### config.mk
export PLATFORM = sky130hd
export DESIGN_NAME = tilt_axis_scheduler
export DESIGN_NICKNAME = d
export VERILOG_FILES = /design/src/rtl/tilt_pkg.sv /design/src/rtl/tilt_rr_picker.sv /design/src/rtl/tilt_axis_scheduler.sv
export SDC_FILE = /design/constraint.sdc
export NUM_CORES = 1
export LEC_CHECK = 0
export BUFFER_PORTS_ARGS = -buffer_cell sky130_fd_sc_hd__buf_2
export CORE_ASPECT_RATIO = 0.7
export CORE_UTILIZATION = 58
export CTS_BUF_LIST = sky130_fd_sc_hd__clkbuf_8
export DETAILED_ROUTE_END_ITERATION = 8
export PLACE_DENSITY = 0.85
export SYNTH_ARGS = -nofsm -noshare
export SYNTH_HDL_FRONTEND = slang
export SYNTH_SLANG_ARGS = --single-unit
### constraint.sdc
create_clock -name clk -period 7 [get_ports clk]
set_input_delay 0.35 -clock clk [delete_from_list [all_inputs] [get_ports clk]]
set_output_delay 0.35 -clock clk [all_outputs]
set_load 0.005 [all_outputs]
### src/rtl/tilt_pkg.sv
// Shared types and width helpers for the tilt axis scheduler.
package tilt_pkg;

    typedef enum logic [2:0] {
        ST_IDLE,
        ST_SELECT,
        ST_START,
        ST_WAIT,
        ST_ADVANCE
    } tilt_sched_state_t;

    // Axis index width; a single-axis build still needs a 1-bit select.
    function automatic int axis_w(input int n);
        return (n > 1) ? $clog2(n) : 1;
    endfunction

    // Width of a counter that must be able to hold the value n.
    function automatic int cnt_w(input int n);
        return (n > 0) ? $clog2(n + 1) : 1;
    endfunction

endpackage

### src/rtl/tilt_rr_picker.sv
// Round-robin search for the next enabled axis after the current one.
module tilt_rr_picker
    import tilt_pkg::*;
#(
    parameter int N_AXES = 3,
    parameter int AW     = axis_w(N_AXES)
) (
    input  logic [N_AXES-1:0] mask_i,
    input  logic [AW-1:0]     cur_axis_i,
    output logic [AW-1:0]     next_axis_o,
    output logic              found_o
);

    logic [AW-1:0] idx;

    // Candidates start one past the current axis, so the current axis is
    // considered last and only wins when it is the sole enabled one.
    always_comb begin
        next_axis_o = cur_axis_i;
        found_o     = 1'b0;
        idx         = '0;
        for (int k = 1; k <= N_AXES; k++) begin
            idx = AW'((int'(cur_axis_i) + k) % N_AXES);
            if (!found_o && mask_i[idx]) begin
                found_o     = 1'b1;
                next_axis_o = idx;
            end
        end
    end

endmodule

### src/rtl/tilt_axis_scheduler.sv
// Shares one tilt_counter across N_AXES inputs: select, settle, start,
// wait for done or timeout, capture, then advance round-robin.
module tilt_axis_scheduler
    import tilt_pkg::*;
#(
    parameter int N_AXES         = 3,
    parameter int WIDTH          = 32,
    parameter int SETTLE_CYCLES  = 16,
    parameter int TIMEOUT_CYCLES = 1_000_000
) (
    input  logic                      clk,
    input  logic                      reset,
    input  logic                      enable,
    input  logic [N_AXES-1:0]         axis_mask,
    input  logic [N_AXES-1:0]         tilt_in,
    output logic                      cnt_tilt,
    output logic                      cnt_start,
    input  logic                      cnt_done,
    input  logic [WIDTH-1:0]          cnt_count,
    output logic [N_AXES*WIDTH-1:0]   result,
    output logic [N_AXES-1:0]         result_valid,
    input  logic [N_AXES-1:0]         result_ack,
    output logic [N_AXES-1:0]         timeout_err,
    output logic                      busy,
    output logic [axis_w(N_AXES)-1:0] cur_axis
);

    localparam int AW = axis_w(N_AXES);
    localparam int SW = cnt_w(SETTLE_CYCLES);
    localparam int TW = cnt_w(TIMEOUT_CYCLES);

    localparam logic [SW-1:0] SETTLE_LAST = SW'(SETTLE_CYCLES - 1);
    localparam logic [TW-1:0] TMO_LAST    = TW'(TIMEOUT_CYCLES - 1);
    localparam logic [AW-1:0] AXIS_LAST   = AW'(N_AXES - 1);

    tilt_sched_state_t         state_q, state_d;
    logic [AW-1:0]             cur_axis_q, cur_axis_d;
    logic [SW-1:0]             settle_q, settle_d;
    logic [TW-1:0]             tmo_q, tmo_d;
    logic [N_AXES*WIDTH-1:0]   result_q, result_d;
    logic [N_AXES-1:0]         valid_q, valid_d;
    logic [N_AXES-1:0]         terr_q, terr_d;
    logic                      start_q, start_d;
    logic                      busy_q, busy_d;

    logic [AW-1:0]             pick_next;
    logic                      pick_found;

    tilt_rr_picker #(
        .N_AXES (N_AXES),
        .AW     (AW)
    ) u_picker (
        .mask_i      (axis_mask),
        .cur_axis_i  (cur_axis_q),
        .next_axis_o (pick_next),
        .found_o     (pick_found)
    );

    always_comb begin
        state_d    = state_q;
        cur_axis_d = cur_axis_q;
        settle_d   = settle_q;
        tmo_d      = tmo_q;
        result_d   = result_q;
        valid_d    = valid_q & ~result_ack;
        terr_d     = terr_q;

        case (state_q)
            ST_IDLE, ST_ADVANCE: begin
                if (enable && pick_found) begin
                    state_d    = ST_SELECT;
                    cur_axis_d = pick_next;
                    settle_d   = '0;
                end else begin
                    state_d = ST_IDLE;
                end
            end
            ST_SELECT: begin
                if (settle_q == SETTLE_LAST) begin
                    state_d = ST_START;
                end else begin
                    settle_d = settle_q + SW'(1);
                end
            end
            ST_START: begin
                state_d = ST_WAIT;
                tmo_d   = '0;
            end
            ST_WAIT: begin
                // Done takes priority over the timeout, including on the last cycle.
                if (cnt_done) begin
                    for (int i = 0; i < N_AXES; i++) begin
                        if (AW'(i) == cur_axis_q) begin
                            result_d[i*WIDTH +: WIDTH] = cnt_count;
                            valid_d[i]                 = 1'b1;
                            terr_d[i]                  = 1'b0;
                        end
                    end
                    state_d = ST_ADVANCE;
                end else if (tmo_q == TMO_LAST) begin
                    for (int i = 0; i < N_AXES; i++) begin
                        if (AW'(i) == cur_axis_q) begin
                            terr_d[i] = 1'b1;
                        end
                    end
                    state_d = ST_ADVANCE;
                end else begin
                    tmo_d = tmo_q + TW'(1);
                end
            end
            default: state_d = ST_IDLE;
        endcase

        start_d = (state_d == ST_START);
        busy_d  = (state_d != ST_IDLE);
    end

    always_ff @(posedge clk) begin
        if (reset) begin
            state_q    <= ST_IDLE;
            cur_axis_q <= AXIS_LAST;
            settle_q   <= '0;
            tmo_q      <= '0;
            result_q   <= '0;
            valid_q    <= '0;
            terr_q     <= '0;
            start_q    <= 1'b0;
            busy_q     <= 1'b0;
        end else begin
            state_q    <= state_d;
            cur_axis_q <= cur_axis_d;
            settle_q   <= settle_d;
            tmo_q      <= tmo_d;
            result_q   <= result_d;
            valid_q    <= valid_d;
            terr_q     <= terr_d;
            start_q    <= start_d;
            busy_q     <= busy_d;
        end
    end

    assign cnt_tilt     = (state_q != ST_IDLE) && tilt_in[cur_axis_q];
    assign cnt_start    = start_q;
    assign busy         = busy_q;
    assign cur_axis     = cur_axis_q;
    assign result       = result_q;
    assign result_valid = valid_q;
    assign timeout_err  = terr_q;

endmodule

==> key figures <==
Clock tree
  • # hold bufs at CTS: 0
  • Skew-Pair Late Insertion Delay: 0.44 ns
  • Root Driver: clkbuf_8
  • CTS-repair resized insts: 0
  • H-Tree Depth: 4
  • Sink Count: 134
  • Post-CTS setup buffers: 0
  • Reg clk slew, reported paths: 0.08 ns
  • CTS tree: yes
  • Clock buffer count from CTS: 17
  • Clock Tree Buf Depth: 2

Synthesis
  • Mapped Cells: about 650
  • Syn Area/Cell: 8.01 sq um
  • Xor/xnor share of the synthesized area: approximately 2.7%
  • FFs w/ async S/R, synth: 0%
  • Post-synthesis sequential area ratio: 51.3%
  • Synth unique cells: between 40 and 50
  • Post-synthesis compound-gate area fraction: 14.5%
  • Multiplexer area fraction after synthesis: 0.790%
  • Main synth FF type: dfxtp_1
  • Simple-gate share of the synthesized area: 25.2%
  • Adder-cell share of the synthesized area: approximately 1.9%
  • Number of flops mapped to enable cells by yosys: 0
  • Synth Register Bits: approximately 130
  • Ys Warns: 0
  • Cell Area, Synth: 5230 sq um
  • Largest family of logic cells by synthesized area: simple AND/OR/NAND/NOR gates
  • Syn_nets: a little over 700

Power and ir drop
  • Clock power frac: 38.5%
  • Power Internal: between 1 and 1.5 mW
  • Sw Ratio: 26.3%
  • Combinational share of power: 12.4%
  • Tot Pwr: 1.61 mW
  • Net Sw Power: 0.424 mW
  • Maximum vdd drop: 0.181 mV
  • Leakage: 2.62 nW
  • Flop pwr share: about half
  • Pwr/cell area: 251 nW/um^2

Layout
  • Fraction of layout cells with a size suffix above 1: 24.2%
  • Final net count: 843
  • Area Growth Syn to Fin: 23.0%
  • Most frequent cells in the layout: nand2_1, buf_2, dfxtp_1, a21oi_1, nor2_1
  • Commonest non-fill, non-tap cell in the layout: nand2_1
  • Final Util: 74.9%
  • Layout filler cell count: about 650
  • Number of antenna repair diodes: 0

Die
  • Initial Utilization: about 61%
  • Top-Level Pins: 152
  • Core ar.: 8580 sq um
  • Core Rows: 28
  • Horiz. Die Dim: 115 um
  • Die Area: between 9000 and 10000 sq um
  • Vert. Die Dim: 81.4 um

STA
  • Final Max Slew Viols: 0
  • Unrepaired setup endpoints after global routing: false
  • Setup violators final: 0
  • Final hold viol count: 0
  • Final period util: 37.3%
  • Peak Freq: roughly 380 MHz
  • Final critical-path required period: 2.61 ns
  • Clock skew: 0.0139 ns
  • Slew @ Worst Pin: 1.23 ns
  • Worst rel slew slack: about 18%
  • TNS Setup: 0 ns

Routing
  • Max Used Layer: met4
  • WL met1: roughly 6 mm
  • DRT Pass-1 Iters: 5
  • Post-detailed-route count of antenna-violating nets: 0
  • Drt drc: 0
  • DRT Wirelength: 14.3 mm
  • Vias: 5095
  • Routed length on met2: 6.78 mm
  • Vias per cell: 5.53
  • Initial DRC count: 409
  • Met3 routed WL: about 1.4 mm
  • WL/cell: 15.5 um

Status
  • Outcome: completed

Worst setup path
  • Worst-path maximum fanout: 9
  • Required time of the critical path: 7.32 ns
  • Crit path kind: reg2reg
  • Worst setup SP type: flip-flop
  • CP arrival: just under 3 ns
  • Worst r2r src: cur_axis[1]
  • Worst R2R Path Depth: 7
  • CP Capture Type: flip-flop
  • Reg2reg setup slack: 4.39 ns
  • R2R Path End: busy

Placed design
  • DP HPWL: 9.64 mm
  • GPL Wtd Cong: approximately 0.8
  • IO Port Bufs: between 150 and 200

Worst hold path
  • HP Class: in2reg
  • Worst hold endpoint: result[93]
  • Hold Path Cell Cnt: 3
  • Worst hold start: cnt_count[29]

Global routing
  • Largest net degree at the start of global routing: 115
  • First-pass GRT wire length: around 22 mm
  • Initial antenna violation count: 0
  • GRT Total Usage: 31.0%
  • Number of global-route vias before repair: 4728
  • Overflow after GRT: 0

Flow run
  • Max Cap Violations: 0
==> sequential cells by signal, summed over array words and instances (netlist names) <==
name and flops:
busy 1, settle_q 5, timeout_err 3, cur_axis 2, cnt_start 1, result_valid 3, state_q 3, tmo_q 20
result 96
==> through the flow <==
step / instance area [sq um] / hold slack [ns] / cells / setup slack [ns]
after global routing: 6430 / 0.154 / 922 / 4.26
final: 6430 / 0.165 / 922 / 4.39
after global placement: 6040 / 0.439 / 891 / 4.60
after CTS: 6430 / 0.154 / 922 / 4.41
after floorplan: 5230 / 0.453 / 652 / 4.67
after detailed placement: 6040 / 0.443 / 891 / 4.44
==> logic make-up after synthesis <==
logic type	after synthesis
AO/OA/AOI/OAI	138
XOR/XNOR	16
adder cells (fa/ha/maj)	8
flip-flops	134
AND/OR/NAND/NOR	302
buffers and inverters	50
multiplexers	4
==> layer usage <==
metal | vias up | global-route usage (%)
met2 | 223 | 51.7
met5 | - | 0
li1 | 2452 | -
met3 | 24 | 10.8
met1 | 2396 | 37.2
met4 | 0 | 11.8
==> critical path, cell delays in order, from the launching register on <==
cell and delay [ns]:
dfxtp_1 0.47, inv_1 0.13, ha_1 0.30, a22o_1 0.27
a211oi_1 0.31, o2bb2ai_1 0.26, o311a_1 0.40, or3_1 0.35
==> cells in the mapped netlist (all sizes together) (2+ instances only) <==
master | count | share of area (%)
nand2b | 6 | 0.72
o211ai | 4 | 0.57
inv | 12 | 0.86
nand2 | 210 | 15
nand4 | 4 | 0.48
or3b | 2 | 0.34
nor2b | 4 | 0.48
nor4 | 6 | 1.1
and3 | 3 | 0.36
a31oi | 4 | 0.48
a21oi | 110 | 11
and2 | 2 | 0.24
nor2 | 24 | 1.7
dfxtp | 134 | 51
nand3 | 12 | 1.1
ha | 8 | 1.9
xnor2 | 13 | 2.2
clkbuf | 38 | 2.7
mux2i | 3 | 0.57
or4 | 4 | 0.65
or3 | 5 | 0.60
o21ai | 7 | 0.74
a211oi | 2 | 0.29
a221oi | 2 | 0.34
nor3 | 15 | 1.4
xor2 | 3 | 0.50
==> area by class of cell <==
type                       instances  area (sq um)  share of cell area [%]
sequential                       134          2680                    41.7
clock inverter                    11           110                    1.71
timing repair buffer             157           803                    12.5
inverter                          12          45.0                   0.701
multi-input combinational        468          2360                    36.7
tap                              120           150                    2.34
clock buffer                      20           275                    4.28
==> power groups by stage <==
stage	Combinational, mW	Sequential [mW]	Clock [mW]
6_report	0.201	0.792	0.622
5_1_grt	0.220	0.794	0.665
4_1_cts	0.196	0.791	0.626
3_5_place_dp	0.194	0.809	0
3_3_place_gp	0.183	0.806	0
2_1_floorplan	0.137	0.802	0
==> worst max-delay path by stage <==
stage                      from   end  slack, ns  cells past startpoint
detailed placement  cur_axis[1]  busy       4.44                      7
global route        cur_axis[1]  busy       4.26                      7
floorplan           cur_axis[1]  busy       4.67                      8
finish              cur_axis[1]  busy       4.39                      7
global placement    cur_axis[1]  busy       4.60                      7
CTS                 cur_axis[1]  busy       4.41                      7
(Power assumes the default switching activity.)
